File: config.mk
export PLATFORM = sky130hd
export DESIGN_NAME = if_fetch
export DESIGN_NICKNAME = d
export VERILOG_FILES = /design/src/rtl/if_fetch.sv
export SDC_FILE = /design/constraint.sdc
export NUM_CORES = 1
export LEC_CHECK = 0
export BUFFER_PORTS_ARGS = -buffer_cell sky130_fd_sc_hd__buf_2
export CAP_MARGIN = 20
export CORE_ASPECT_RATIO = 2
export CORE_MARGIN = 5
export CORE_UTILIZATION = 35
export CTS_CLUSTER_DIAMETER = 150
export CTS_CLUSTER_SIZE = 16
export DETAILED_ROUTE_END_ITERATION = 10
export PLACE_DENSITY = 0.68
export SLEW_MARGIN = 20
export SYNTH_ARGS = -nofsm -noshare
export SYNTH_HDL_FRONTEND = slang
export SYNTH_SLANG_ARGS = --single-unit
File: constraint.sdc
create_clock -name clk -period 1.9 [get_ports clk]
set_clock_uncertainty 0.05 [all_clocks]
set_input_delay 0.38 -clock clk [delete_from_list [all_inputs] [get_ports clk]]
set_output_delay 0.38 -clock clk [all_outputs]
set_load 0.05 [all_outputs]
File: src/rtl/if_fetch.sv
// Instruction-fetch stage: owns the PC and talks to instruction memory over a req/ready handshake.
// It handles delay-slot branches, exception flushes that kill in-flight requests, and IF stalls.
module if_fetch #(
    parameter logic [31:0] RESET_PC = 32'h0000_0000,
    parameter int unsigned PC_STEP  = 4
) (
    input  logic        clk,
    input  logic        rst,
    input  logic [5:0]  stall,
    input  logic        branch_flag_i,
    input  logic [31:0] branch_target_address_i,
    input  logic        flush,
    input  logic [31:0] new_pc,
    output logic        inst_req,
    output logic [31:0] inst_addr,
    input  logic        inst_ready,
    input  logic [31:0] inst_rdata,
    output logic [31:0] if_pc,
    output logic [31:0] if_inst,
    output logic        stallreq_if
);

    typedef enum logic [1:0] {
        ST_RST   = 2'd0,
        ST_FETCH = 2'd1,
        ST_HOLD  = 2'd2,
        ST_DRAIN = 2'd3
    } state_t;

    localparam logic [31:0] STEP = 32'(PC_STEP);

    state_t      state_r, state_nxt_s;
    logic [31:0] pc_r, pc_nxt_s;
    logic [31:0] drain_addr_r, drain_addr_nxt_s;
    logic [31:0] bt_r, bt_nxt_s;
    logic [31:0] buf_r, buf_nxt_s;
    logic        bp_r, bp_nxt_s;
    logic        branch_now_s;
    logic [31:0] target_s;
    logic [31:0] next_pc_s;
    logic [31:0] flush_pc_s;
    logic        port_unused_s;

    assign port_unused_s = ^{stall[5:1], branch_target_address_i[1:0], new_pc[1:0]};

    // Sequential-successor computation; a branch arriving this cycle already steers the next PC.
    always_comb begin
        branch_now_s = branch_flag_i & ~flush & (state_r != ST_RST);
        target_s     = branch_now_s ? {branch_target_address_i[31:2], 2'b00} : bt_r;
        next_pc_s    = (bp_r | branch_now_s) ? target_s : (pc_r + STEP);
        flush_pc_s   = {new_pc[31:2], 2'b00};
    end

    // State register with synchronous active-low reset.
    always_ff @(posedge clk) begin
        if (!rst) begin
            state_r      <= ST_RST;
            pc_r         <= {RESET_PC[31:2], 2'b00};
            drain_addr_r <= {RESET_PC[31:2], 2'b00};
            bt_r         <= 32'h0000_0000;
            buf_r        <= 32'h0000_0000;
            bp_r         <= 1'b0;
        end else begin
            state_r      <= state_nxt_s;
            pc_r         <= pc_nxt_s;
            drain_addr_r <= drain_addr_nxt_s;
            bt_r         <= bt_nxt_s;
            buf_r        <= buf_nxt_s;
            bp_r         <= bp_nxt_s;
        end
    end

    // Next-state logic; flush overrides every other event outside RST.
    always_comb begin
        state_nxt_s      = state_r;
        pc_nxt_s         = pc_r;
        drain_addr_nxt_s = drain_addr_r;
        bt_nxt_s         = target_s;
        buf_nxt_s        = buf_r;
        bp_nxt_s         = bp_r | branch_now_s;
        case (state_r)
            ST_RST: begin
                state_nxt_s = ST_FETCH;
            end
            ST_FETCH: begin
                if (flush) begin
                    pc_nxt_s  = flush_pc_s;
                    bp_nxt_s  = 1'b0;
                    buf_nxt_s = 32'h0000_0000;
                    if (inst_ready) begin
                        state_nxt_s = ST_FETCH;
                    end else begin
                        state_nxt_s      = ST_DRAIN;
                        drain_addr_nxt_s = pc_r;
                    end
                end else if (inst_ready && stall[0]) begin
                    buf_nxt_s   = inst_rdata;
                    state_nxt_s = ST_HOLD;
                end else if (inst_ready) begin
                    pc_nxt_s = next_pc_s;
                    bp_nxt_s = 1'b0;
                end else begin
                    state_nxt_s = ST_FETCH;
                end
            end
            ST_HOLD: begin
                if (flush) begin
                    pc_nxt_s    = flush_pc_s;
                    bp_nxt_s    = 1'b0;
                    buf_nxt_s   = 32'h0000_0000;
                    state_nxt_s = ST_FETCH;
                end else if (!stall[0]) begin
                    pc_nxt_s    = next_pc_s;
                    bp_nxt_s    = 1'b0;
                    state_nxt_s = ST_FETCH;
                end else begin
                    state_nxt_s = ST_HOLD;
                end
            end
            ST_DRAIN: begin
                if (flush) begin
                    pc_nxt_s  = flush_pc_s;
                    bp_nxt_s  = 1'b0;
                    buf_nxt_s = 32'h0000_0000;
                end else begin
                    pc_nxt_s = pc_r;
                end
                // The killed request's data is thrown away on its ready.
                if (inst_ready) begin
                    state_nxt_s = ST_FETCH;
                end else begin
                    state_nxt_s = ST_DRAIN;
                end
            end
            default: begin
                state_nxt_s = ST_RST;
            end
        endcase
    end

    // Memory request and IF/ID presentation.
    always_comb begin
        inst_req    = 1'b0;
        inst_addr   = pc_r;
        if_pc       = pc_r;
        if_inst     = 32'h0000_0000;
        stallreq_if = 1'b0;
        case (state_r)
            ST_FETCH: begin
                inst_req    = 1'b1;
                stallreq_if = ~inst_ready;
                if (inst_ready && !flush) begin
                    if_inst = inst_rdata;
                end else begin
                    if_inst = 32'h0000_0000;
                end
            end
            ST_HOLD: begin
                if_inst = buf_r;
            end
            ST_DRAIN: begin
                inst_req    = 1'b1;
                inst_addr   = drain_addr_r;
                stallreq_if = 1'b1;
            end
            default: begin
                inst_req = 1'b0;
            end
        endcase
    end

endmodule

==> run metrics, run 1 <==
status=complete, but fails checks; failing checks=negative setup slack; Remaining DRCs=0; detailed-routed wire length on met2=18600 um; width of the die=about 110 um; via count=between 9k and 10k; Tightest Hold Check Type=input port to flop; share of the synthesized area in the top cell type=35.7%; initial antenna violation count=0; root buf cell=clkbuf_16; vias per cell=slightly below 6; fmax=434 MHz; min Tclk post-route=between 2 and 2.5 ns; register area=roughly 2700 um2; placed inst area=a little under 10000 um2; CP max stage delay=between 0.3 and 0.4 ns; vias in the first global route=~9.3k; Non-Filler Instances=~1.6k; Yosys reg bits=~130; reg2reg path depth=12; final WL=~35000 um; P_leak=between 5 and 6 nW; synth top area cells=dfxtp_1 (36%), nand2_1 (11%), a21oi_1 (7.6%), mux2_2 (4.3%), a32oi_1 (4.2%); Worst-Skew Late Latency=~0.43 ns; Slew @ Worst Pin=about 0.87 ns; PwrDens=between 700 and 800 nW/um2; Post-DRT Antenna Nets=0; Final Hold Viols=0; Worst path slowest cell=dfxtp_4; area delta synth->final=86.1%; crit start category=flop; Seq/Total Area, Yosys=roughly 36%; Starting Density=a little over a third; DRT Pass-1 Iters=5; area occupied by multi-input gates=between 6000 and 7000 um2; WL met3=between 1500 and 2000 um; Met1 Routed Length=11800 um; relative max-transition margin=between 40 and 50%; top routing layer in use=met4; Worst Setup End Kind=primary output; Comb power frac=between 30 and 40%; Post-synth top flop=dfxtp_1; drt initial violations=656; aggregate global-route resource usage=between 20% and 30%; Clock Tree Buf Depth=2; clock slew at reported path FFs=0.06 ns; Yosys warning total=0; cell family with most CP delay=buffers and inverters; worst path required time=around 1.5 ns; Post-synth ARST share=0%; top post-synthesis cells by count=nand2_1 (209), dfxtp_1 (131), a21oi_1 (111); Hold WS=approximately 0.14 ns; RSZ-0062 raised after global routing=yes; layout cells sized above 1=a little over half; ratio of final minimum period to clock period=121%; Max Slew Vio Count=0; Final HPWL DP=between 20000 and 25000 um; PortBufs=195; post-synthesis cell count=~980; Cell variety after synth=68; cell-internal power=approximately 6.6 mW; P_sw=3.64 mW; maximum vdd ir drop=about 0.0006 V; first-pass GRT wire length=51200 um; placed cells=1459; Post-CTS Hold Fix Bufs=0; die height=approximately 210 um; hold path depth=3; Mapped Nets=1090; Switching Share=between 30% and 40%; Row Count=75; routed len/inst=between 20 and 25 um; CP cell instances=inv_4 > ha_4 > and2_4 > clkbuf_16 > a32oi_4 > nor2b_4 > buf_8; count leader, synth=nand2_1; CTS Buf Count=17; filler instances=1546; data arrival time of the critical path=approximately 1.9 ns; CTS H-tree depth=4; Mapped Area=about 7400 um2; Clock Sinks=around 130; Crit Path Category=flop to primary output; global route overflow=0; # IOs=around 210; clock share of power=between 30% and 40%; register share of total power=a little under a third; number of enable flip-flop cells after synthesis=0; largest net degree at the start of global routing=58; Syn Area/Cell=about 7.5 um2; Max-cap violations=0; Crit path depth=7; Placer Congestion=~0.96; Design Area, Final=around 14000 um2; worst path buffer plus inverter count=3; die area=approximately 24000 um2; count of final setup violators=roughly 130; worst setup margin=-0.405 ns; nets@finish=around 1.4k; CTS tree=built; critical path fanouts, max=8; largest area contributor in the synthesized netlist=dfxtp_1; core area=between 20000 and 25000 um2; Ant. Diodes=0
[final timing paths]
check,endpoint,from,slack (ns)
worst min-delay path,bt_r[9]$_SDFF_PN0_,branch_target_address_i[9],0.14
worst max-delay path,if_inst[9],state_r[1]$_SDFFE_PN0P_,-0.40
worst min register to register,bt_r[19]$_SDFF_PN0_,bt_r[19]$_SDFF_PN0_,0.40
worst max register to register,if_pc[16]$_SDFFE_PN0P_,state_r[0]$_SDFFE_PN0P_,-0.39
[layout by cell type (no fill, tap or decap), types with 37 or more instances in the layout]
| cell type | count |
|---|---|
| a21oi_1 | 71 |
| a21oi_2 | 37 |
| buf_2 | 129 |
| buf_4 | 95 |
| buf_6 | 55 |
| buf_8 | 48 |
| dfxtp_1 | 105 |
| nand2_1 | 156 |
| nand3_1 | 37 |
| nand4_1 | 43 |
[routing by layer]
layer  GRT usage (%)  vias up
li1                -     4167
met1            27.0     4415
met2            49.1      475
met3            4.05      200
met4            17.9        0
met5               0        -
[cell type report]
class                           count  share of cell area (%)
Sequential cell                   131                    19.6
Multi-Input combinational cell    739                    45.4
Timing Repair Buffer              375                    27.6
Inverter                           15                   0.439
Clock inverter                     14                    1.30
Tap cell                          269                    2.46
Clock buffer                       18                    3.21
[power by group through the flow]
| stage | Clock (mW) | Sequential [mW] | Combinational [mW] |
|---|---|---|---|
| after floorplan | 0 | 3.35 | 1.35 |
| after global placement | 0 | 3.10 | 2.47 |
| after detailed placement | 0 | 3.11 | 2.49 |
| after CTS | 3.55 | 3.08 | 3.35 |
| after global routing | 3.64 | 3.11 | 3.78 |
| final | 3.49 | 3.09 | 3.66 |
[stage by stage]
step           setup slack (ns)  total power [mW]  utilization (%)  setup TNS, ns
2_1_floorplan           -0.0440              4.70                -         -0.761
3_3_place_gp             -0.121              5.57             47.6          -4.27
3_5_place_dp             -0.187              5.60             47.6          -7.53
4_1_cts                  -0.419              9.97             61.8         -35.37
5_1_grt                  -0.463              10.5             65.7         -46.02
6_report                 -0.405              10.2             65.7         -38.98
[worst reg2reg max path, stage by stage, from the launching register on]
cell and delay [ns]:
dfxtp_4 0.37, inv_2 0.06, buf_6 0.10, ha_4 0.31, buf_6 0.16, buf_6 0.09, a21oi_4 0.07, o21a_4 0.23
nor2_4 0.20, buf_8 0.17, buf_6 0.11, a31oi_2 0.03, o211a_1 0.24
[kinds of logic (layout without fill, tap and decap cells)]
kind of cell               Yosys count  in the layout  share of synthesized area, %
and+or+nand+nor                    431            431                          28.4
AOI/OAI and AO/OA                  268            268                          23.4
DFF                                131            131                          35.7
buffers and inverters              108            422                          6.57
muxes                               31             31                          4.70
adders and majority gates            5              5                         0.851
xor gates and xnor gates             4              4                         0.477
[sequential cells by signal, indices dropped and copies added (netlist names)]
name / count
if_pc: 32
buf_r: 32
drain_addr_r: 32
bp_r: 1
bt_r: 32
state_r: 2
[repair_timing]
| item | 4_1_cts | 5_1_grt |
|---|---|---|
| pin swaps | 89 | 113 |
| hold endpoints to repair | 0 | 0 |
| endpoints found under the setup margin | 128 | 164 |
| setup buffers | 35 | 26 |
| cloned | 19 | 6 |
| gates resized for setup | 383 | 161 |
No activity file was read; power rests on OpenSTA's default activity.
==> inputs of run 2 (changes only) <==
--- a/constraint.sdc
+++ b/constraint.sdc
@@ -3,3 +3,3 @@
 set_input_delay 0.38 -clock clk [delete_from_list [all_inputs] [get_ports clk]]
 set_output_delay 0.38 -clock clk [all_outputs]
-set_load 0.05 [all_outputs]
+set_load 0.005 [all_outputs]
==> run metrics, run 2 (synthesized netlist as in run 1, its figures left out) <==
maximum vdd ir drop=0.000529 V (-14%); Min-Delay Startpoint=branch_target_address_i[9]; aggregate global-route resource usage=24.2% (-2.5 points); routed len/inst=20.6 um (-8.5%); Placer Congestion=0.967 (+0.80%); filler instances=1790 (+16%); Hold WS=0.164 ns (+0.0198 ns); CP max stage delay=0.33 ns (-0.04 ns); initial antenna violation count=0 (unchanged); via count=9167 (-0.97%); die area=24200 um2 (unchanged); CTS H-tree depth=4 (unchanged); first-pass GRT wire length=46800 um (-8.5%); ratio of final minimum period to clock period=121% (-0.27 points); count of final setup violators=133 (+1.5%); CTS tree=built; die height=215 um (unchanged); clock slew at reported path FFs=0.06 ns (about the same); root buf cell=clkbuf_16; min Tclk post-route=2.30 ns (-0.00520 ns); register share of total power=31.9% (+1.7 points); Final HPWL DP=20900 um (+2.7%); area delta synth->final=65.1%; cell mode on critical path=buf_12; clock share of power=40.8% (+6.7 points); worst path required time=1.47 ns (about the same); worst setup margin=-0.399 ns (+0.00520 ns); Clock Tree Buf Depth=2 (unchanged); Tightest Hold Check Type=input port to flop; Worst path slowest cell=dfxtp_2; P_sw=2.71 mW (-25%); Ant. Diodes=0 (unchanged); failing checks=negative setup slack; most frequent cells in the layout=buf_2 (186), nand2_1 (169), buf_4 (128); crit start category=flop; largest net degree at the start of global routing=47 (-19%); cell family with most CP delay=buffers and inverters; CTS Buf Count=17 (unchanged); cell-internal power=6.76 mW (+2.3%); area occupied by multi-input gates=5130 um2 (-17%); Max Slew Vio Count=0 (unchanged); layout cells sized above 1=46.8% (-7.8 points); setup slack, reg-to-reg=-0.27 ns (+0.12 ns); Worst Hold End=bt_r[9]$_SDFF_PN0_; Post-DRT Antenna Nets=0 (unchanged); pre-CTS WS=-0.247 ns (-0.0607 ns); nets@finish=1412 (+1.5%); CP cell instances=inv_2 > buf_6 > ha_4 > and2_4 > buf_12 > buf_12 > a32oi_1 > nor2b_1 > buf_2; reg2reg path depth=9 (-3); Comb power frac=27.2% (-8.5 points); RSZ-0062 raised after global routing=yes; Final Hold Viols=0 (unchanged); worst path buffer plus inverter count=5 (+2); data arrival time of the critical path=1.87 ns (about the same); Power Total=9.47 mW (-7.5%); Clock Sinks=131 (unchanged); vias per cell=5.79 (-2.3%); core area=20800 um2 (unchanged); fmax=435 MHz (+0.23%); final WL=32500 um (-7.2%); P_leak=5.02 nW (-5.6%); drt initial violations=801 (+22%); global route overflow=0 (unchanged); Starting Density=35.3% (unchanged); vias in the first global route=9038 (-2.5%); Worst Setup End Kind=primary output; Util after Layout=58.3% (-7.4 points); Slew @ Worst Pin=0.585 ns (-0.282 ns); PwrDens=780 nW/um2 (+4.2%); # IOs=205 (unchanged); status=complete, but fails checks; width of the die=112 um (unchanged); Remaining DRCs=0 (unchanged); Max-cap violations=0 (unchanged); PortBufs=195 (unchanged); Row Count=75 (unchanged); Crit path depth=9 (+2); Crit Path Category=flop to primary output; critical path fanouts, max=8 (unchanged); Switching Share=28.7% (-6.9 points); relative max-transition margin=60.4% (+18 points); register area=2630 um2 (-1.8%); worst reg2reg endpoint=if_pc[31]$_SDFFE_PN0P_; DRT Pass-1 Iters=5 (unchanged); Worst-Skew Late Latency=0.42 ns (about the same); r2r startpoint=state_r[1]$_SDFFE_PN0P_; commonest non-fill, non-tap cell in the layout=buf_2; hold path depth=3 (unchanged)
[run 2: cell count changes in the layout (fill, tap and decap cells not counted), sizes merged]
cell and change:
buf +18, bufinv +4, clkbuf +3, inv -3
clkinvlp -1
[run 2: metal layers]
layer	up-vias	part of all wire [%]	global-route usage, %
li1	4194	-	-
met1	4343	34	23.5
met2	444	53	45.4
met3	186	5.2	3.60
met4	0	8.4	17.1
met5	-	0	0
[run 2: layout make-up]
type                            instances  share of cell area, %
Clock inverter                         14                   2.13
Multi-Input combinational cell        739                   42.3
Tap cell                              269                   2.77
Timing Repair Buffer                  396                   27.2
Clock buffer                           18                   3.54
Inverter                               15                  0.474
Sequential cell                       131                   21.6
[run 2: worst max-delay path by stage]
| stage | from | to | slack [ns] |
|---|---|---|---|
| floorplan | state_r[0]$_SDFFE_PN0P_ | if_pc[22]$_SDFFE_PN0P_ | -0.05 |
| global placement | state_r[0]$_SDFFE_PN0P_ | if_pc[22]$_SDFFE_PN0P_ | -0.22 |
| detailed placement | state_r[1]$_SDFFE_PN0P_ | buf_r[5]$_SDFFE_PN0P_ | -0.25 |
| CTS | state_r[1]$_SDFFE_PN0P_ | if_inst[26] | -0.42 |
| global route | state_r[1]$_SDFFE_PN0P_ | if_inst[26] | -0.46 |
| finish | state_r[1]$_SDFFE_PN0P_ | if_inst[8] | -0.40 |
[run 2: timing repair]
| action | in CTS | in global routing |
|---|---|---|
| setup buffers | 19 | 22 |
| gates cloned | 13 | 9 |
| endpoints found under the setup margin | 133 | 134 |
| hold buffers | 0 | 0 |
| pin swaps | 57 | 86 |
| gates resized for setup | 118 | 182 |
[run 2: worst min-delay path, cell delays in order]
cell	delay [ns]
buf_2	0.11
nand2_1	0.05
a21oi_1	0.05
[run 2: power groups by stage]
stage | Sequential (mW) | Combinational (mW) | Clock (mW)
2_1_floorplan | 3.08 | 0.909 | 0
6_report | 3.02 | 2.58 | 3.87
4_1_cts | 3.01 | 2.25 | 3.93
3_5_place_dp | 3.07 | 1.86 | 0
5_1_grt | 3.04 | 2.71 | 4.04
3_3_place_gp | 3.06 | 1.84 | 0
[run 2: stage by stage]
step	std cells	setup TNS, ns	instance area, um2
2_1_floorplan	978	-0.197	7400
3_3_place_gp	1494	-10.58	9530
3_5_place_dp	1494	-13.42	9530
4_1_cts	1558	-31.76	11100
5_1_grt	1582	-38.82	12100
6_report	1582	-31.61	12100
